### src/rtl/vram_fifo_port.sv
// VRAM FIFO port: buffered write and prefetched read access to a single-port
// memory backend. Ports: clk/reset; client write_ld/writeaddr/write_req/
// writedata/wr_full; client read_ld/readaddr/read_req/readdata/rd_empty;
// backend mem_req/mem_we/mem_addr/mem_wdata/mem_ack/mem_rdata.
// Optional VRAM_PORT_ERR_EN adds sticky wr_overflow/rd_underflow outputs.
module vram_fifo_port #(
  parameter int WR_DEPTH = 8,
  parameter int RD_DEPTH = 8,
  parameter int AW       = 25,
  parameter int DW       = 16
) (
  input  logic          clk,
  input  logic          reset,
  input  logic          write_ld,
  input  logic [AW-1:0] writeaddr,
  input  logic          write_req,
  input  logic [DW-1:0] writedata,
  output logic          wr_full,
  input  logic          read_ld,
  input  logic [AW-1:0] readaddr,
  input  logic          read_req,
  output logic [DW-1:0] readdata,
  output logic          rd_empty,
  output logic          mem_req,
  output logic          mem_we,
  output logic [AW-1:0] mem_addr,
  output logic [DW-1:0] mem_wdata,
  input  logic          mem_ack,
  input  logic [DW-1:0] mem_rdata
`ifdef VRAM_PORT_ERR_EN
  ,
  output logic          wr_overflow,
  output logic          rd_underflow
`endif
);

  localparam int WPW = $clog2(WR_DEPTH);
  localparam int RPW = $clog2(RD_DEPTH);
  localparam logic [WPW:0] WFULL = (WPW+1)'(WR_DEPTH);
  localparam logic [RPW:0] RFULL = (RPW+1)'(RD_DEPTH);

  typedef enum logic [1:0] {
    IDLE,
    WR_BUSY,
    RD_BUSY
  } state_t;

  state_t state, state_n;

  logic [AW-1:0]  wptr, rptr;
  logic [AW-1:0]  wq_addr [WR_DEPTH];
  logic [DW-1:0]  wq_data [WR_DEPTH];
  logic [DW-1:0]  rq_data [RD_DEPTH];
  logic [WPW-1:0] wq_rp, wq_wp, wp_base;
  logic [WPW:0]   wq_cnt, wcnt_base;
  logic [RPW-1:0] rq_rp, rq_wp;
  logic [RPW:0]   rq_cnt;
  logic [AW-1:0]  waddr_base;
  logic           rd_active, wr_stale, rd_stale, rd_turn;
  logic           ack_wr, ack_rd, push, w_deq, pop, r_enq;
  logic           wr_pend, rd_elig, take_wr, take_rd;
  logic           issue_wr, issue_rd;

  assign wr_full  = (wq_cnt == WFULL);
  assign rd_empty = (rq_cnt == '0);
  assign readdata = rd_empty ? '0 : rq_data[rq_rp];
  assign mem_req  = (state != IDLE);
  assign mem_we   = (state == WR_BUSY);

  assign ack_wr = (state == WR_BUSY) && mem_ack;
  assign ack_rd = (state == RD_BUSY) && mem_ack;

  // A load flushes first, so a same-cycle push lands in the empty FIFO.
  assign push  = write_req && (write_ld || !wr_full);
  // Acks of accesses that a load has since invalidated change nothing.
  assign w_deq = ack_wr && !wr_stale && !write_ld;
  assign pop   = read_req && !rd_empty && !read_ld;
  assign r_enq = ack_rd && !rd_stale && !read_ld;

  assign wp_base    = write_ld ? wq_rp : wq_wp;
  assign wcnt_base  = write_ld ? '0 : wq_cnt;
  assign waddr_base = write_ld ? writeaddr : wptr;

  // Never start an access for state a load is replacing this cycle.
  assign wr_pend = (wq_cnt != '0) && !write_ld;
  assign rd_elig = rd_active && !read_ld && (rq_cnt < RFULL);
  assign take_wr = wr_pend && (!rd_elig || !rd_turn);
  assign take_rd = rd_elig && !take_wr;

  always_ff @(posedge clk) begin
    if (reset) state <= IDLE;
    else       state <= state_n;
  end

  always_comb begin
    state_n  = state;
    issue_wr = 1'b0;
    issue_rd = 1'b0;
    unique case (state)
      IDLE: begin
        unique case (1'b1)
          take_wr: begin
            state_n  = WR_BUSY;
            issue_wr = 1'b1;
          end
          take_rd: begin
            state_n  = RD_BUSY;
            issue_rd = 1'b1;
          end
          default: ;
        endcase
      end
      WR_BUSY, RD_BUSY: begin
        if (mem_ack) state_n = IDLE;
      end
      default: state_n = IDLE;
    endcase
  end

  always_ff @(posedge clk) begin
    if (push) begin
      wq_addr[wp_base] <= waddr_base;
      wq_data[wp_base] <= writedata;
    end
    if (r_enq) rq_data[rq_wp] <= mem_rdata;
  end

  always_ff @(posedge clk) begin
    if (reset) begin
      wptr     <= '0;
      wq_rp    <= '0;
      wq_wp    <= '0;
      wq_cnt   <= '0;
      wr_stale <= 1'b0;
    end else begin
      wptr   <= waddr_base + AW'(push);
      wq_wp  <= wp_base + WPW'(push);
      wq_cnt <= wcnt_base + (WPW+1)'(push)
              - (WPW+1)'(w_deq);
      if (w_deq) wq_rp <= wq_rp + 1'b1;
      if (ack_wr)
        wr_stale <= 1'b0;
      else if (write_ld && state == WR_BUSY)
        wr_stale <= 1'b1;
    end
  end

  always_ff @(posedge clk) begin
    if (reset) begin
      rptr      <= '0;
      rq_rp     <= '0;
      rq_wp     <= '0;
      rq_cnt    <= '0;
      rd_active <= 1'b0;
      rd_stale  <= 1'b0;
    end else begin
      if (read_ld) begin
        rptr      <= readaddr;
        rq_cnt    <= '0;
        rq_wp     <= rq_rp;
        rd_active <= 1'b1;
      end else begin
        if (issue_rd) rptr <= rptr + 1'b1;
        rq_cnt <= rq_cnt + (RPW+1)'(r_enq)
                - (RPW+1)'(pop);
        if (r_enq) rq_wp <= rq_wp + 1'b1;
        if (pop)   rq_rp <= rq_rp + 1'b1;
      end
      if (ack_rd)
        rd_stale <= 1'b0;
      else if (read_ld && state == RD_BUSY)
        rd_stale <= 1'b1;
    end
  end

  always_ff @(posedge clk) begin
    if (reset) begin
      mem_addr  <= '0;
      mem_wdata <= '0;
      rd_turn   <= 1'b0;
    end else if (issue_wr) begin
      mem_addr  <= wq_addr[wq_rp];
      mem_wdata <= wq_data[wq_rp];
      rd_turn   <= 1'b1;
    end else if (issue_rd) begin
      mem_addr  <= rptr;
      rd_turn   <= 1'b0;
    end
  end

`ifdef VRAM_PORT_ERR_EN
  always_ff @(posedge clk) begin
    if (reset) begin
      wr_overflow  <= 1'b0;
      rd_underflow <= 1'b0;
    end else begin
      if (write_req && wr_full && !write_ld)
        wr_overflow <= 1'b1;
      if (read_req && rd_empty)
        rd_underflow <= 1'b1;
    end
  end
`endif

endmodule

### config.mk
export PLATFORM = sky130hd
export DESIGN_NAME = vram_fifo_port
export DESIGN_NICKNAME = d
export VERILOG_FILES = /design/src/rtl/vram_fifo_port.sv
export SDC_FILE = /design/constraint.sdc
export NUM_CORES = 1
export LEC_CHECK = 0
export ABC_AREA = 1
export CORE_MARGIN = 10
export CORE_UTILIZATION = 54
export DETAILED_ROUTE_END_ITERATION = 16
export HOLD_SLACK_MARGIN = 0.03
export PLACE_DENSITY = 0.78
export SLEW_MARGIN = 20
export SYNTH_ARGS = -nofsm -noshare
export SYNTH_HDL_FRONTEND = slang
export SYNTH_SLANG_ARGS = --single-unit
### constraint.sdc
create_clock -name clk -period 4.7 [get_ports clk]
set_clock_uncertainty 0.1 [all_clocks]
set_input_delay 1.41 -clock clk [delete_from_list [all_inputs] [get_ports clk]]
set_output_delay 1.41 -clock clk [all_outputs]
set_load 0.005 [all_outputs]
==> metrics.cfg <==
[status]
status = finished, final reports clean

[hold_path]
worstHoldPathType = reg2reg

[logic_synthesis]
synthDistinctLibCells = 42
synth_edf_count = 456
ys_seq_elements = 579
synth_compound_area_frac = 0.1112
synth_top_family_by_area = simple AND/OR/NAND/NOR gates
synthCells = 2464
synthMuxAreaShare = 0
yosys.area_share.simple = 0.1750
synthAdderAreaFrac = 0.01172
yosysWarnings = 0
synthArstFlopShare = 0
ys.flop_type = edfxtp_1
syn-mean-instance-area_sq_um = 10.05
synthesis.nets = 2575
synth_area_sq_um = 24760
ys_seq_area_frac = 0.6525
synth-xor-area-share = 0.003183

[power_and_ir_drop]
leakage_nw = 10.37
powerDensity_nw_per_um2 = 402.5
ir_drop_v = 0.0003975

[final_layout]
stdcell_count = 3241
multi_input_area_sq_um = 7536
final_cell_mix = 534 x nor2_1, 456 x edfxtp_1, 378 x nand2_1
layout_commonest_cell = nor2_1
area_growth_pct = 16.62
finalNetCount = 2702
drive_above_1_share = 0.07765
nFillCells = 3435
seq_area_sq_um = 16160

[detailed_routing]
vias_per_cell = 5.728
drc = 0
num_vias = 18570
routed_wirelength_mm = 65.09
drt_iter0_drc = 1931
drtPass1Iterations = 5
ant_nets = 0
wl_per_cell_um = 20.08

[critical_path]
critPathKind = reg2out
cp.required_ns = 3.19
worstPathArrival_ns = 2.97
start_kind = register
critPathCaptureType = output pin
r2r_setup_slack_ns = 1.78
cp_max_fo = 18

[timing]
worst_slew_pin_slew_ns = 1.065
tns_ns = 0
whs_ns = 0.3891
post-route-min-period_ns = 4.483
max_freq_mhz = 223.1
slew_violations = 0
rsz0062_at_grt = false
finalHoldViolations = 0
timing.final.crit_share = 0.9538
relSlewSlack = 0.2897
setup_viol = 0

[clock_tree]
clk_pin_slew_ns = 0.06
cts_root_buf = clkbuf_16
cts.sinks = 579
htreeDepth = 2
numCtsBuffers = 58
clock_latency_ns = 0.62
cts_buffer_depth = 3
cts_tree = built
hold_buffers = 0

[floorplanning]
core.rowCount = 78
initial_utilization = 0.5456
coreArea_sq_um = 45380
pin_count = 150
die_h_um = 234.1
dieArea_sq_um = 54820
die_x_um = 234.1

[place]
dp_hpwl_mm = 41.35
gp_congestion = 0.9383
port_buffers = 149
dp.cells = 3131

[global_routing]
grt_first_pass_wirelength_mm = 100.9
grt_util_all_layers = 0.2342
grt_pass1_vias = 18380
grt-ovfl-total = 0
grt_max_degree = 101
antenna_found_initial = 2

[job]
drv_cap = 0

per-stage QoR:
stage	setup WS, ns	cell area [sq um]	total power [W]	util
6_report	0.2171	28880	0.01162	0.6363
5_1_grt	0.1798	28880	0.01199	0.6363
4_1_cts	0.1708	28870	0.01167	0.6362
3_5_place_dp	0.5628	26910	0.006994	0.5930
3_3_place_gp	0.7894	26910	0.006958	0.5930
2_1_floorplan	0.1194	24760	0.006480	-
registers in the layout, indices dropped and copies added (netlist names), named ones only:
register,flops
wptr,25
rd_turn,1
mem_wdata,16
rptr,25
wq_data,128
wq_addr,200
wr_stale,1
wq_rp,3
wq_wp,3
rq_rp,3
mem_addr,25
rq_cnt,4
rd_active,1
state,2
rd_stale,1
wq_cnt,4
rq_data,128
rq_wp,3
where the power goes:
part	total, W	switching, W	internal (W)
clock	0.00472	0.00196	0.00276
combinational	0.00108	0.000685	0.000394
sequential	0.00582	0.0000996	0.00572
total	0.0116	0.00275	0.00888
critical path, stage by stage, from the launching register on:
cell             delay, ns
dfxtp_1               0.33
inv_1                 0.08
ha_1                  0.18
nand2_1               0.57
o21ai_0               0.21
a31oi_1               0.38
clkdlybuf4s50_1       0.59
routing by layer:
metal  vias to the layer above  global-route usage  share of wire
met5                         -                   0              0
met1                      8937              0.2963           0.39
met2                       816              0.4053           0.51
met3                       116             0.03698          0.074
li1                       8696                   -              -
met4                         0             0.07680          0.027
cells in the mapped netlist (7+ instances only):
cell | count | area share
ha_1 | 20 | 0.010
inv_1 | 135 | 0.020
o22ai_1 | 59 | 0.015
o21ai_1 | 13 | 0.0026
edfxtp_1 | 456 | 0.55
nor3_1 | 11 | 0.0022
o221ai_1 | 16 | 0.0057
dfxtp_1 | 123 | 0.099
xor2_1 | 8 | 0.0028
clkbuf_1 | 87 | 0.013
nand2_1 | 378 | 0.057
a21oi_1 | 59 | 0.012
nor2_2 | 8 | 0.0020
buf_4 | 7 | 0.0021
a31oi_1 | 19 | 0.0048
o21ai_0 | 343 | 0.069
nand2_2 | 19 | 0.0048
inv_2 | 8 | 0.0012
buf_2 | 23 | 0.0046
nand3_1 | 82 | 0.017
nor2_1 | 542 | 0.082
worst paths after layout:
path | cells past startpoint | to | startpoint
worst max-delay path | 6 | readdata[7] | rq_cnt[3]
worst min-delay path | 2 | rd_turn | rd_turn
worst max register to register | 12 | rq_cnt[2] | rq_cnt[3]
worst min register to register | 2 | rd_turn | rd_turn
cell type report:
type,count,share of cell area
Antenna cell,1,0.00008666
Inverter,146,0.01941
Clock inverter,34,0.01469
Multi-Input combinational cell,1612,0.2610
Timing Repair Buffer,194,0.06603
Sequential cell,579,0.5596
Tap cell,600,0.02600
Clock buffer,75,0.05321
logic make-up (layout without fill, tap and decap cells):
kind of cell	after synthesis	count (layout)
buf+inv	273	449
simple gates	1066	1066
xor+xnor	9	9
flops	579	579
fa+ha+maj	22	22
compound gates	515	515
other cells	0	1
repair_timing:
action | CTS | global route
endpoints found under the setup margin | 0 | 2
setup buffers | 0 | 0
resized for setup | 0 | 1
No activity file was read; power rests on OpenSTA's default activity.
